==> config.mk <==
export PLATFORM = sky130hd
export DESIGN_NAME = apb_master_bridge_flat
export DESIGN_NICKNAME = d
export VERILOG_FILES = /design/src/rtl/apb_master_bridge_if.sv /design/src/rtl/apb_master_bridge.sv /design/src/flat_wrapper.sv
export SDC_FILE = /design/constraint.sdc
export NUM_CORES = 1
export LEC_CHECK = 0
export ABC_CLOCK_PERIOD_IN_PS = 3800
export CAP_MARGIN = 10
export CORE_UTILIZATION = 43
export DETAILED_ROUTE_END_ITERATION = 7
export PLACE_DENSITY = 0.86
export RECOVER_POWER = 50
export SLEW_MARGIN = 10
export SYNTH_ARGS = -nofsm -noshare
export SYNTH_HDL_FRONTEND = slang
export SYNTH_SLANG_ARGS = --single-unit
==> constraint.sdc <==
create_clock -name clk -period 3.8 [get_ports clk]
set_input_delay 0.57 -clock clk [delete_from_list [all_inputs] [get_ports clk]]
set_output_delay 0.57 -clock clk [all_outputs]
set_load 0.01 [all_outputs]
==> src/rtl/apb_master_bridge_if.sv <==
// APB bus bundle between the bridge (master) and a peripheral (slave).
// Master drives the request phase; slave answers with data/ready/error.
interface apb_if;
  logic [31:0] addr;
  logic        sel;
  logic        enable;
  logic        write;
  logic [31:0] wdata;
  logic [3:0]  strb;
  logic [31:0] rdata;
  logic        ready;
  logic        slverr;

  modport master (
    output addr, sel, enable, write, wdata, strb,
    input  rdata, ready, slverr
  );

  modport slave (
    input  addr, sel, enable, write, wdata, strb,
    output rdata, ready, slverr
  );
endinterface

==> src/rtl/apb_master_bridge.sv <==
// Single-outstanding request/response to APB master bridge.
// Aborts an ACCESS phase after TIMEOUT wait cycles (0 disables it).
module apb_master_bridge #(
  parameter int TIMEOUT = 16
) (
  input  logic        clk,
  input  logic        rst,
  apb_if.master       apb,
  input  logic        req_valid,
  output logic        req_ready,
  input  logic [31:0] req_addr,
  input  logic        req_write,
  input  logic [31:0] req_wdata,
  input  logic [3:0]  req_strb,
  output logic        rsp_valid,
  input  logic        rsp_ready,
  output logic [31:0] rsp_rdata,
  output logic        rsp_err,
  output logic        rsp_timeout
);

  localparam int CW = (TIMEOUT > 1) ? $clog2(TIMEOUT + 1) : 1;
  localparam logic [CW-1:0] LAST =
    CW'((TIMEOUT > 0) ? TIMEOUT - 1 : 0);

  typedef enum logic [1:0] {
    IDLE,
    SETUP,
    ACCESS,
    RESP
  } state_t;

  state_t        state;
  logic [CW-1:0] wait_cnt;

  always_ff @(posedge clk) begin
    if (rst) begin
      state       <= IDLE;
      wait_cnt    <= '0;
      req_ready   <= 1'b1;
      apb.addr    <= '0;
      apb.sel     <= 1'b0;
      apb.enable  <= 1'b0;
      apb.write   <= 1'b0;
      apb.wdata   <= '0;
      apb.strb    <= '0;
      rsp_valid   <= 1'b0;
      rsp_rdata   <= '0;
      rsp_err     <= 1'b0;
      rsp_timeout <= 1'b0;
    end else begin
      unique case (state)
        IDLE: begin
          if (req_valid) begin
            state      <= SETUP;
            req_ready  <= 1'b0;
            wait_cnt   <= '0;
            apb.addr   <= req_addr;
            apb.write  <= req_write;
            apb.wdata  <= req_wdata;
            apb.strb   <= req_write ? req_strb : 4'b0000;
            apb.sel    <= 1'b1;
            apb.enable <= 1'b0;
          end
        end
        SETUP: begin
          state      <= ACCESS;
          apb.enable <= 1'b1;
        end
        ACCESS: begin
          if (apb.ready) begin
            state       <= RESP;
            apb.sel     <= 1'b0;
            apb.enable  <= 1'b0;
            rsp_valid   <= 1'b1;
            rsp_rdata   <= apb.write ? 32'h0 : apb.rdata;
            rsp_err     <= apb.slverr;
            rsp_timeout <= 1'b0;
          end else if (TIMEOUT > 0 && wait_cnt == LAST) begin
            state       <= RESP;
            apb.sel     <= 1'b0;
            apb.enable  <= 1'b0;
            rsp_valid   <= 1'b1;
            rsp_rdata   <= '0;
            rsp_err     <= 1'b1;
            rsp_timeout <= 1'b1;
          end else if (wait_cnt != '1) begin
            // saturates when timeout is disabled
            wait_cnt <= wait_cnt + CW'(1);
          end
        end
        RESP: begin
          if (rsp_ready) begin
            state     <= IDLE;
            rsp_valid <= 1'b0;
            req_ready <= 1'b1;
          end
        end
        default: state <= IDLE;
      endcase
    end
  end

endmodule

==> src/flat_wrapper.sv <==
// flat-port wrapper written by rule: the top's interface ports become plain ports
module apb_master_bridge_flat 
#(
  parameter int TIMEOUT = 16
)
  (clk, rst, req_valid, req_ready, req_addr, req_write, req_wdata, req_strb, rsp_valid, rsp_ready, rsp_rdata, rsp_err, rsp_timeout, apb_addr, apb_sel, apb_enable, apb_write, apb_wdata, apb_strb, apb_rdata, apb_ready, apb_slverr);
  apb_if apb_i ();
  input  logic clk;
  input  logic rst;
  input  logic req_valid;
  output logic req_ready;
  input  logic [31:0] req_addr;
  input  logic req_write;
  input  logic [31:0] req_wdata;
  input  logic [3:0] req_strb;
  output logic rsp_valid;
  input  logic rsp_ready;
  output logic [31:0] rsp_rdata;
  output logic rsp_err;
  output logic rsp_timeout;
  output wire logic [$bits(apb_i.addr)-1:0] apb_addr;
  output wire logic [$bits(apb_i.sel)-1:0] apb_sel;
  output wire logic [$bits(apb_i.enable)-1:0] apb_enable;
  output wire logic [$bits(apb_i.write)-1:0] apb_write;
  output wire logic [$bits(apb_i.wdata)-1:0] apb_wdata;
  output wire logic [$bits(apb_i.strb)-1:0] apb_strb;
  input wire logic [$bits(apb_i.rdata)-1:0] apb_rdata;
  input wire logic [$bits(apb_i.ready)-1:0] apb_ready;
  input wire logic [$bits(apb_i.slverr)-1:0] apb_slverr;
  assign apb_addr = apb_i.addr;
  assign apb_sel = apb_i.sel;
  assign apb_enable = apb_i.enable;
  assign apb_write = apb_i.write;
  assign apb_wdata = apb_i.wdata;
  assign apb_strb = apb_i.strb;
  assign apb_i.rdata = apb_rdata;
  assign apb_i.ready = apb_ready;
  assign apb_i.slverr = apb_slverr;
  apb_master_bridge #(.TIMEOUT(TIMEOUT)) u_core (.clk(clk), .rst(rst), .apb(apb_i), .req_valid(req_valid), .req_ready(req_ready), .req_addr(req_addr), .req_write(req_write), .req_wdata(req_wdata), .req_strb(req_strb), .rsp_valid(rsp_valid), .rsp_ready(rsp_ready), .rsp_rdata(rsp_rdata), .rsp_err(rsp_err), .rsp_timeout(rsp_timeout));
endmodule
* Yosys cells after proc, flatten, opt, wreduce, memory -nomap -nowiden
Cells that the tools add are included. Widths: inputs -> output; s select.
Storage, ports and cells: bits in registers 114, latch bits 0, memory bits (writable) 0, memory bits (read-only) 0, input bits 107, output and inout port bits 107, word-level logic and storage cells 67, memories 0
Cells by class: add/sub/neg operators 1, multiply operators 0, div/mod/pow operators 0, $lt $le $gt $ge 0, equal/unequal tests 11, shift-type cells 0, mux-type cells 28, bitwise logic cells 0, reductions and logical operators 14
Operator list (count):
- $mux 32 | 3
- $mux 5 | 4
- $reduce_and 3->1 | 5
- $mux 1 | 10
- $pmux 5 s2 | 1
- $mux 2 | 4
- $ne 2x2->1 const B | 4
- $pmux 2 s4 | 1
- $reduce_bool 2->1 | 4
- $pmux 1 s2 | 3
- $add 5x1->5 const B | 1
- $eq 5x4->1 const B | 1
- $ne 5x5->1 const B | 1
- $reduce_and 5->1 | 1
- $eq 2x2->1 const B | 2
- $mux 4 | 1
- $reduce_and 2->1 | 2
- $ne 3x2->1 const B | 1
- $pmux 1 s3 | 1
- $reduce_bool 3->1 | 1
- $eq 2x1->1 const B | 1
- $logic_not 2->1 | 1
- $ne 2x1->1 const B | 1

* Longest topological paths before layout
Gate-level depths: netlist (run 1).
word-level depth 5, gate-level depth with buffers 8, depth with buffers taken out 6

* Least setup slack after synthesis (run 1)
Ideal clock, no wire load.
path type flip-flop to flip-flop, start point register u_core.wait_cnt[0], end point register u_core.wait_cnt[3], library setup time 133 ps, data arrival time 1583 ps, required time 3667 ps, path slack 2084 ps, stages on the path, launching flop included 7, path buffers 0, period minus slack after synthesis 1716 ps, cell sequence dfxtp_1 ha_1 and3_1 ha_1 nor4b_2 o21a_1 o221ai_1
On the way: word-level cells in the longest chain between the ends 5, elaborated cells on any way between the ends 10, classes of those cells add/sub: 1; eq/ne: 4; mux: 4; reduce/logical: 1
Ends and longest elaborated chain:
- start: declaration | line apb_master_bridge.sv:34 | logic [CW-1:0] wait_cnt;
- start signal: assignment | line apb_master_bridge.sv:89 | wait_cnt <= wait_cnt + CW'(1);
- $add 5x1->5 | line apb_master_bridge.sv:89
- $mux 5 | line apb_master_bridge.sv:87 | end else if (wait_cnt != '1) begin
- $mux 5 | line apb_master_bridge.sv:79 | end else if (TIMEOUT > 0 && wait_cnt == LAST) begin
- $mux 5 | line apb_master_bridge.sv:71 | if (apb.ready) begin
- $pmux 5 s2 | line apb_master_bridge.sv:52 | unique case (state)
Several ways; a longest one is shown, not always the timed one. The select of a mux whose other input is x is not followed. A chain may end at the register's enable or synchronous reset.

* Final worst setup path (run 1)
start point register u_core.state[0], end point register u_core.apb.wdata[4]
On the way: word-level cells in the longest chain between the ends 2
Ends and longest elaborated chain:
- start: declaration | line apb_master_bridge.sv:33 | state_t state;
- start signal: assignment | line apb_master_bridge.sv:38 | state <= IDLE;
- start signal: assignment | line apb_master_bridge.sv:55 | state <= SETUP;
- start signal: assignment | line apb_master_bridge.sv:67 | state <= ACCESS;
- $logic_not 2->1 | line apb_master_bridge.sv:52
- $reduce_and 2->1 (no source line)
- end signal: assignment | line apb_master_bridge.sv:60 | apb.wdata <= req_wdata;
- end: declaration | line apb_master_bridge_if.sv:15 | output addr, sel, enable, write, wdata, strb,
No other way between the ends.

==> qor.yml, run 1 <==
status: "finished, violations left"
violations: "capacitance limit, slew limit"
grt_pass1_vias: 3929
holdBufCountCts: 0
startpoint_type: "register"
syn-instance-count: 491
multiInputGateArea_sq_um: 1699
path_clk_slew_ns: 0.05
synthTopCellsByArea: "dfxtp_1 (55%), nand2_1 (12%), a21oi_1 (8.9%)"
ys_types: 35
cts_resized: 0
globalplace.congestion: 0.7232
io_buffers: 213
via_count: 4186
ys_ff_latch: 114
synth_flop_cell: "dfxtp_1"
critPathSlowestCell: "and2_0"
initial_core_util: 0.4469
design_area_sq_um: 6918
crit_path_max_incr_delay_ns: 1.22
ys_seq_area_frac: 0.5474
setup_ws_ns: 1.003
seqCellArea_sq_um: 2282
dp_slack_ns: 1.223
post_drt_wl_per_cell_um: 14.32
cts_tree: "done"
cts_setup_buffers: 0
fmax_ghz: 0.3575
core_sq_um: 9328
ir_drop_mv: 0.2886
critical-path-top-delay-family: "simple AND/OR/NAND/NOR gates"
relSlewSlack: -0.06576
synth_top_area_share: 0.5474
ioPinCount: 214
crit_chain: "inv_1 > ha_1 > and2_0 > buf_4 > nand2_1 > a21oi_1"
setup_viol: 0
antenna_found_initial: 0
root_buffer: "clkbuf_8"
drt_iter0_drc: 137
cp-end-kind: "register"
crit_buf_inv: 2
yosys-top-cells-count: "nand2_1 (137), dfxtp_1 (114), a21oi_1 (74), nor2_1 (33), a22oi_1 (32)"
viasPerCell: 5.025
grt_overflow: 0
remaining_drc_errors: 0
layout-drive-gt1-share: 0.05540
tightest_slew_ns: 1.598
first_pass_iters: 4
cts_buffer_depth: 2
synth_area_sq_um: 4169
syn_area_per_cell_sq_um: 8.491
yosysMostFrequentCell: "nand2_1"
slew_viol_final: 32
layout-area-overhead-vs-synth_pct: 65.94
cts_buffers: 17
dpl-instance-area_sq_um: 6337
synthArstFlopShare: 0
dpl.hpwl_um: 8206
rows: 35
cp.arrival_ns: 3.20
clock-sinks: 114
n_antenna_cell: 0
ant_nets: 0
die_area_sq_um: 10090
grt_pass1_wl_um: 18240
yosysTopAreaCell: "dfxtp_1"
fillCellCount: 665
finalNetCount: 807
fin_crit_sh: 0.7361
finalClockSkew_ns: 0.009596
p_leak_nw: 2.861
cts.htree.levels: 4
die_x_um: 100.5
cp.required_ns: 4.20
totalPowerFinal_mw: 4.095
p_per_area_nw_per_um2: 591.9
maxCapViolCount: 1
clkLatencyLatePin_ns: 0.50
fin_crit_ns: 2.797
syn_nets: 607
grt_max_degree: 123
tns_ns: 0
drt-total-wl_um: 11930
yosys_warnings: 0
grt_use_total: 0.2306
rsz0062_at_grt: "false"
cp_max_fo: 31
synth_edf_count: 0
final_hold_viol_count: 0
reg2reg_slack_ns: 1.00
min_path_type: "register to register"
fp.dieH_um: 100.5
criticalPathCategory: "register to register"
-- sequential cells by signal, indices dropped and copies added (netlist names) --
name                count
u_core.apb.strb         4
u_core.apb.wdata       32
u_core.rsp_rdata       32
u_core.rsp_err          1
u_core.apb.addr        32
u_core.rsp_valid        1
u_core.wait_cnt         5
u_core.rsp_timeout      1
u_core.apb.write        1
u_core.apb.sel          1
u_core.apb.enable       1
u_core.state            2
u_core.req_ready        1
-- worst min-delay path, delay by kind of cell (launching register included) --
kind | cells | cell delay, ns
compound gates | 1 | 0.05
flops | 1 | 0.30
simple gates | 1 | 0.05
-- cell type report --
class	count	area share
Multi-Input combinational cell	335	0.2456
Clock buffer	20	0.06294
Timing Repair Buffer	217	0.3122
Inverter	6	0.003256
Sequential cell	114	0.3299
Clock inverter	12	0.02279
Tap cell	129	0.02333
-- through the flow --
step             util  std cells  hold WS, ns
2_1_floorplan       -        491       0.4709
3_3_place_gp   0.6794        801       0.4382
3_5_place_dp   0.6794        801       0.4459
4_1_cts        0.7430        833       0.4540
5_1_grt        0.7417        833       0.4678
6_report       0.7417        833       0.4488
-- per-layer routing --
metal / track usage / wire (um)
met4: 0.1003 / 289
met5: 0 / 0
met3: 0.08252 / 963
met1: 0.2561 / 4778
met2: 0.3978 / 5896
-- worst paths after layout --
path	to	start	cells after the start
worst max-delay path	u_core.apb.wdata[4]	u_core.state[0]	6
worst min-delay path	u_core.apb.wdata[26]	u_core.apb.wdata[26]	2
worst max register to register	u_core.apb.wdata[4]	u_core.state[0]	6
worst min register to register	u_core.apb.wdata[26]	u_core.apb.wdata[26]	2
-- cells by family (layout without fill, tap and decap cells) --
group / Yosys count / count (layout) / share of synthesized area
buf+inv: 42 / 255 / 0.04382
mux: 3 / 3 / 0.007203
flops: 114 / 114 / 0.5474
compound gates: 119 / 119 / 0.1693
fa+ha+maj: 9 / 9 / 0.02701
simple gates: 204 / 204 / 0.2053
-- power by group --
group	leakage, nW	switching (mW)	total [mW]	internal (mW)
Clock	0.281	0.549	1.57	1.02
Combinational	1.65	0.540	1.05	0.505
Sequential	0.930	0.0972	1.48	1.39
-- cell usage in the layout, fill, tap and decap left out, types with 6 or more instances in the layout --
cell and count:
nor2_1 33, dlygate4sd3_1 99, clkbuf_16 16, nand3_1 6, nand2b_1 9, ha_1 9, clkdlybuf4s50_1 113, a22oi_1 32
dfxtp_1 114, inv_1 6, nand2_1 136, a21oi_1 74
(Power assumes the default switching activity.)
==> inputs of run 2 (changes only) <==
Settings changed: ABC_CLOCK_PERIOD_IN_PS 3800 to 2800, CORE_UTILIZATION 43 to 40, PLACE_DENSITY 0.86 to 0.81.
Clock period 3.8 ns to 2.8 ns, I/O delays scaled along.
==> run 2 against run 1 <==
The run now ends clean. Global-route usage is 0.13 points lower. Fmax grew 21%. Via count shrank 0.36%. Core utilization shrank 5.0 points. Clock skew about the same. Cell count up 0.48%. Clock power rose by 20%. Total power increased by 31%. Routed wire length grew 1.4%. Setup slack lost 0.52 ns. Critical endpoint is now u_core.rsp_rdata[19]. Largest cell class unchanged.
==> qor.yml, run 2 (synthesis results as in run 1) <==
fin_crit_sh: 0.8268  # +0.09068
design_area_sq_um: 6880  # -0.54%
initial_core_util: 0.4188  # -0.02814
cts_setup_buffers: 0  # unchanged
p_sw_frac: 0.2899  # +0.0003353
post-route-util: 0.6912  # -0.05047
status: "finished, final reports clean"
layout-area-overhead-vs-synth_pct: 65.04
core_sq_um: 9955  # +6.7%
relSlewSlack: 0.2351  # +0.3009
final_hold_viol_count: 0  # unchanged
reg2reg_to: "u_core.rsp_rdata[19]"
dpl-instance-area_sq_um: 6370  # +0.51%
drt-total-wl_um: 12090  # +1.4%
criticalPathCategory: "register to register"
startpoint_type: "register"
die_area_sq_um: 10830  # +7.3%
antenna_found_initial: 0  # unchanged
p_seq_frac: 0.377  # +0.015
tns_ns: 0  # unchanged
combPwrFrac: 0.271  # +0.016
cts_buffer_depth: 2  # unchanged
finalNetCount: 809  # +0.25%
setup_viol: 0  # unchanged
switching_power_mw: 1.552  # +31%
holdBufCountCts: 0  # unchanged
rsz0062_at_grt: "false"
timing.rr.start: "u_core.state[0]"
globalplace.congestion: 0.8223  # +14%
via_count: 4171  # -0.36%
path_clk_slew_ns: 0.05  # about the same
grt_use_total: 0.2293  # -0.001333
io_buffers: 213  # unchanged
min_path_type: "register to register"
cts.htree.levels: 4  # unchanged
ant_nets: 0  # unchanged
fmax_ghz: 0.4320  # +21%
fin_crit_ns: 2.315  # -0.4822 ns
clkPwrFrac: 0.352  # -0.031
internal-power_mw: 3.800  # +31%
drt_iter0_drc: 185  # +35%
tightest_slew_ns: 1.147  # -0.4504 ns
ir_drop_mv: 0.4600  # +59%
finalClockSkew_ns: 0.009853  # +0.0002575 ns
largestRegisters: "u_core.apb.addr x32, u_core.apb.wdata x32, u_core.rsp_rdata x32"
whs_ns: 0.4501  # +0.001313 ns
grt_max_degree: 93  # -24%
cp.arrival_ns: 2.75  # -0.45 ns
root_buffer: "clkbuf_8"
hp-start: "u_core.apb.addr[15]"
cts_tree: "done"
layout_commonest_cell: "nand2_1"
grt_pass1_wl_um: 19890  # +9.0%
rr_worst_depth: 5  # -1
maxCapViolCount: 0  # -1
layout_common_cells: "nand2_1 (137), clkdlybuf4s50_1 (133), dfxtp_1 (114), dlygate4sd3_1 (79), a21oi_1 (74)"
viasPerCell: 4.983  # -0.83%
grt_pass1_vias: 4155  # +5.8%
fp.dieH_um: 104.1  # +3.6%
cp-end-kind: "register"
layout-drive-gt1-share: 0.05398  # -0.001420
cts_buffers: 17  # unchanged
cp.required_ns: 3.23  # -0.97 ns
remaining_drc_errors: 0  # unchanged
grt_overflow: 0  # unchanged
dpl.hpwl_um: 8535  # +4.0%
hold_path_depth: 2  # unchanged
cp_max_fo: 32  # +3.2%
p_per_area_nw_per_um2: 777.8  # +31%
cts_resized: 0  # unchanged
post_drt_wl_per_cell_um: 14.45  # +0.89%
hold_end: "u_core.apb.addr[15]"
p_leak_nw: 2.804  # -2.0%
ioPinCount: 214  # unchanged
clkLatencyLatePin_ns: 0.50  # about the same
slew_viol_final: 0  # -100%
first_pass_iters: 4  # unchanged
die_x_um: 104.1  # +3.6%
clock-sinks: 114  # unchanged
reg2reg_slack_ns: 0.49  # -0.52 ns
n_antenna_cell: 0  # unchanged
rows: 36  # +2.9%
[run 2: changes by cell type in the layout (fill, tap and decap cells not counted), moves of 3 or more]
cell | before | now
clkinvlp_4 | 3 | 0
clkinv_4 | 3 | 0
dlygate4sd3_1 | 99 | 79
clkdlybuf4s50_1 | 113 | 133
clkinv_2 | 2 | 6
[run 2: layer usage]
layer,vias up,part of all wire,track usage,wire [um]
li1,2045,-,-,-
met3,18,0.081,0.07769,984
met5,-,0,0,0
met4,0,0.019,0.09898,233
met1,1927,0.41,0.2534,4930
met2,181,0.49,0.3990,5944
[run 2: power groups by stage]
stage	sequential [mW]	clock, mW	combinational (mW)
after floorplan	2.16	0	0.615
after CTS	2.03	1.92	1.53
after global placement	2.04	0	1.49
after global routing	2.05	2.01	1.59
final	2.02	1.89	1.45
after detailed placement	2.06	0	1.52
[run 2: worst max-delay path by stage]
stage	from	endpoint	slack (ns)	cells past startpoint
after floorplan	u_core.wait_cnt[0]	u_core.wait_cnt[3]	1.08	6
after global placement	apb_ready	u_core.rsp_rdata[11]	0.48	4
after detailed placement	apb_ready	u_core.rsp_rdata[19]	0.36	4
after CTS	u_core.state[0]	u_core.rsp_rdata[19]	0.46	5
after global routing	u_core.state[0]	u_core.rsp_rdata[19]	0.23	5
final	u_core.state[0]	u_core.rsp_rdata[19]	0.49	5
[run 2: through the flow]
stage / setup WS (ns) / instances / total power [mW]
after CTS: 0.4582 / 837 / 5.477
after detailed placement: 0.3602 / 807 / 3.582
after global placement: 0.4845 / 807 / 3.536
after floorplan: 1.084 / 491 / 2.773
after global routing: 0.2330 / 837 / 5.647
final: 0.4851 / 837 / 5.352
[run 2: cell type report]
cell class | instances | area, sq um
Timing Repair Buffer | 219 | 2187
Multi-Input combinational cell | 335 | 1705
Inverter | 6 | 22.52
Tap cell | 133 | 166.4
Clock inverter | 7 | 60.06
Fill cell | 811 | 3074
Sequential cell | 114 | 2282
Clock buffer | 23 | 456.7
[run 2: critical path, stage by stage, from the launching register on]
cell and delay, ns:
dfxtp_1 0.34, inv_1 0.14, ha_1 0.38, and3b_1 0.99, a22oi_1 0.25, nor2_1 0.13
==> inputs of run 3 (changes only) <==
Settings changed: ABC_CLOCK_PERIOD_IN_PS 2800 to 2300.
Clock period 2.8 ns to 2.3 ns, I/O delays scaled along.
==> run 3 against run 2 <==
First-iteration DRC count increased by 4.9%. Via count increased by 0.55%. Combinational power increased by 23%. Critical path type unchanged. Critical endpoint unchanged. Largest power group is now clock.
==> qor.yml, run 3 (synthesis results as in run 1) <==
p_seq_frac: 0.358  # -0.019
tightest_slew_ns: 1.123  # -0.02397 ns
multiInputGateArea_sq_um: 1712  # +0.37%
layout_common_cells: "clkdlybuf4s50_1 (166), nand2_1 (136), dfxtp_1 (114), a21oi_1 (74), dlygate4sd3_1 (46)"
slew_viol_final: 0  # unchanged
core_sq_um: 9955  # unchanged
totalPowerFinal_mw: 6.878  # +29%
cts_tree: "done"
p_per_area_nw_per_um2: 985.1  # +27%
antenna_found_initial: 0  # unchanged
internal-power_mw: 4.947  # +30%
layout-area-overhead-vs-synth_pct: 67.47
cts.htree.levels: 4  # unchanged
globalplace.congestion: 0.7796  # -5.2%
criticalPathCategory: "register to register"
remaining_drc_errors: 0  # unchanged
fin_crit_ns: 2.024  # -0.2910 ns
drt-total-wl_um: 12220  # +1.0%
first_pass_iters: 4  # unchanged
die_area_sq_um: 10830  # unchanged
startpoint_type: "register"
ant_nets: 0  # unchanged
via_count: 4194  # +0.55%
rsz0062_at_grt: "false"
ir_drop_mv: 0.4728  # +2.8%
layout_commonest_cell: "clkdlybuf4s50_1"
viasPerCell: 4.981  # about the same
combPwrFrac: 0.261  # -0.010
relSlewSlack: 0.2511  # +0.01598
cts_setup_buffers: 0  # unchanged
switching_power_mw: 1.931  # +24%
p_leak_nw: 2.740  # -2.3%
status: "finished, final reports clean"
fillCellCount: 773  # -4.7%
cts_buffer_depth: 2  # unchanged
startpoint: "u_core.state[0]"
io_buffers: 213  # unchanged
finalNetCount: 812  # +0.37%
fp.dieH_um: 104.1  # unchanged
crit_chain: "inv_1 > ha_1 > and3b_1 > a22oi_1 > nor2_1"
ioPinCount: 214  # unchanged
fin_crit_sh: 0.8800  # +0.05320
post_drt_wl_per_cell_um: 14.51  # +0.42%
grt_max_degree: 71  # -24%
fmax_ghz: 0.4941  # +14%
seqCellArea_sq_um: 2282  # unchanged
die_x_um: 104.1  # unchanged
p_sw_frac: 0.2807  # -0.009223
drt_iter0_drc: 194  # +4.9%
setup_viol: 0  # unchanged
clkPwrFrac: 0.381  # +0.029
clock-sinks: 114  # unchanged
holdBufCountCts: 0  # unchanged
cp-end-kind: "register"
n_antenna_cell: 0  # unchanged
grt_pass1_vias: 4213  # +1.4%
finalClockSkew_ns: 0.005468  # -0.004385 ns
hp-start: "rst"
cts_resized: 0  # unchanged
critPathSlowestCell: "and3b_1"
cp.arrival_ns: 2.46  # -0.29 ns
grt_overflow: 0  # unchanged
grt_pass1_wl_um: 20080  # +0.98%
maxCapViolCount: 0  # unchanged
timing.rr.start: "u_core.state[0]"
final_hold_viol_count: 0  # unchanged
layout-drive-gt1-share: 0.06629  # +0.01231
cts_buffers: 17  # unchanged
cp.required_ns: 2.73  # -0.50 ns
root_buffer: "clkbuf_8"
tns_ns: 0  # unchanged
dpl.hpwl_um: 8615  # +0.93%
clkLatencyLatePin_ns: 0.50  # about the same
cp_max_fo: 32  # unchanged
path_clk_slew_ns: 0.05  # about the same
grt_use_total: 0.2317  # +0.002373
initial_core_util: 0.4188  # unchanged
crit_path_max_incr_delay_ns: 0.91  # -0.08 ns
min_path_type: "primary input to register"
largestRegisters: "u_core.apb.addr x32, u_core.apb.wdata x32, u_core.rsp_rdata x32"
rows: 36  # unchanged
==> run 3: worst max-delay path: cells and delay by family (launching register included) <==
kind | cells | cell delay [ns]
adder cells (fa/ha/maj) | 1 | 0.19
AO/OA/AOI/OAI | 1 | 0.23
AND/OR/NAND/NOR | 2 | 1.05
flip-flops | 1 | 0.33
buffers and inverters | 1 | 0.13
==> run 3: final timing paths <==
check	endpoint	slack, ns	depth (start not counted)
worst min register to register	u_core.apb.addr[22]	0.45	2
worst max register to register	u_core.rsp_rdata[19]	0.28	5
worst max-delay path	u_core.rsp_rdata[19]	0.28	5
worst min-delay path	u_core.rsp_rdata[21]	0.34	2
==> run 3: metrics by stage <==
step,utilization,setup slack [ns],hold WS (ns),cells,cell area [sq um]
finish,0.7014,0.2761,0.3404,842,6982
global route,0.7014,0.09293,0.3615,842,6982
CTS,0.7029,0.2724,0.3328,842,6997
detailed placement,0.6422,0.1093,0.4468,810,6392
global placement,0.6422,0.2059,0.4376,810,6392
floorplan,-,0.5841,0.4451,491,4169
==> run 3: area by class of cell <==
| type | count | share of cell area |
|---|---|---|
| multi-input cells | 335 | 0.2452 |
| repair buffers | 222 | 0.3143 |
| well taps | 133 | 0.02384 |
| inverters | 6 | 0.003226 |
| clock inverters | 9 | 0.01828 |
| clock buffers | 23 | 0.06828 |
| flip-flops and latches | 114 | 0.3269 |
==> run 3: metal layers <==
| metal | global-route usage | routed length [um] | share of wire |
|---|---|---|---|
| met5 | 0 | 0 | 0 |
| met4 | 0.1051 | 278 | 0.023 |
| met3 | 0.07080 | 921 | 0.075 |
| met2 | 0.4143 | 6153 | 0.50 |
| met1 | 0.2498 | 4862 | 0.40 |
==> run 3: power groups by stage <==
stage	combinational [mW]	sequential [mW]	clock, mW
floorplan	0.749	2.63	0
global placement	1.82	2.49	0
detailed placement	1.86	2.51	0
CTS	1.88	2.47	2.66
global route	1.96	2.50	2.76
finish	1.79	2.46	2.62
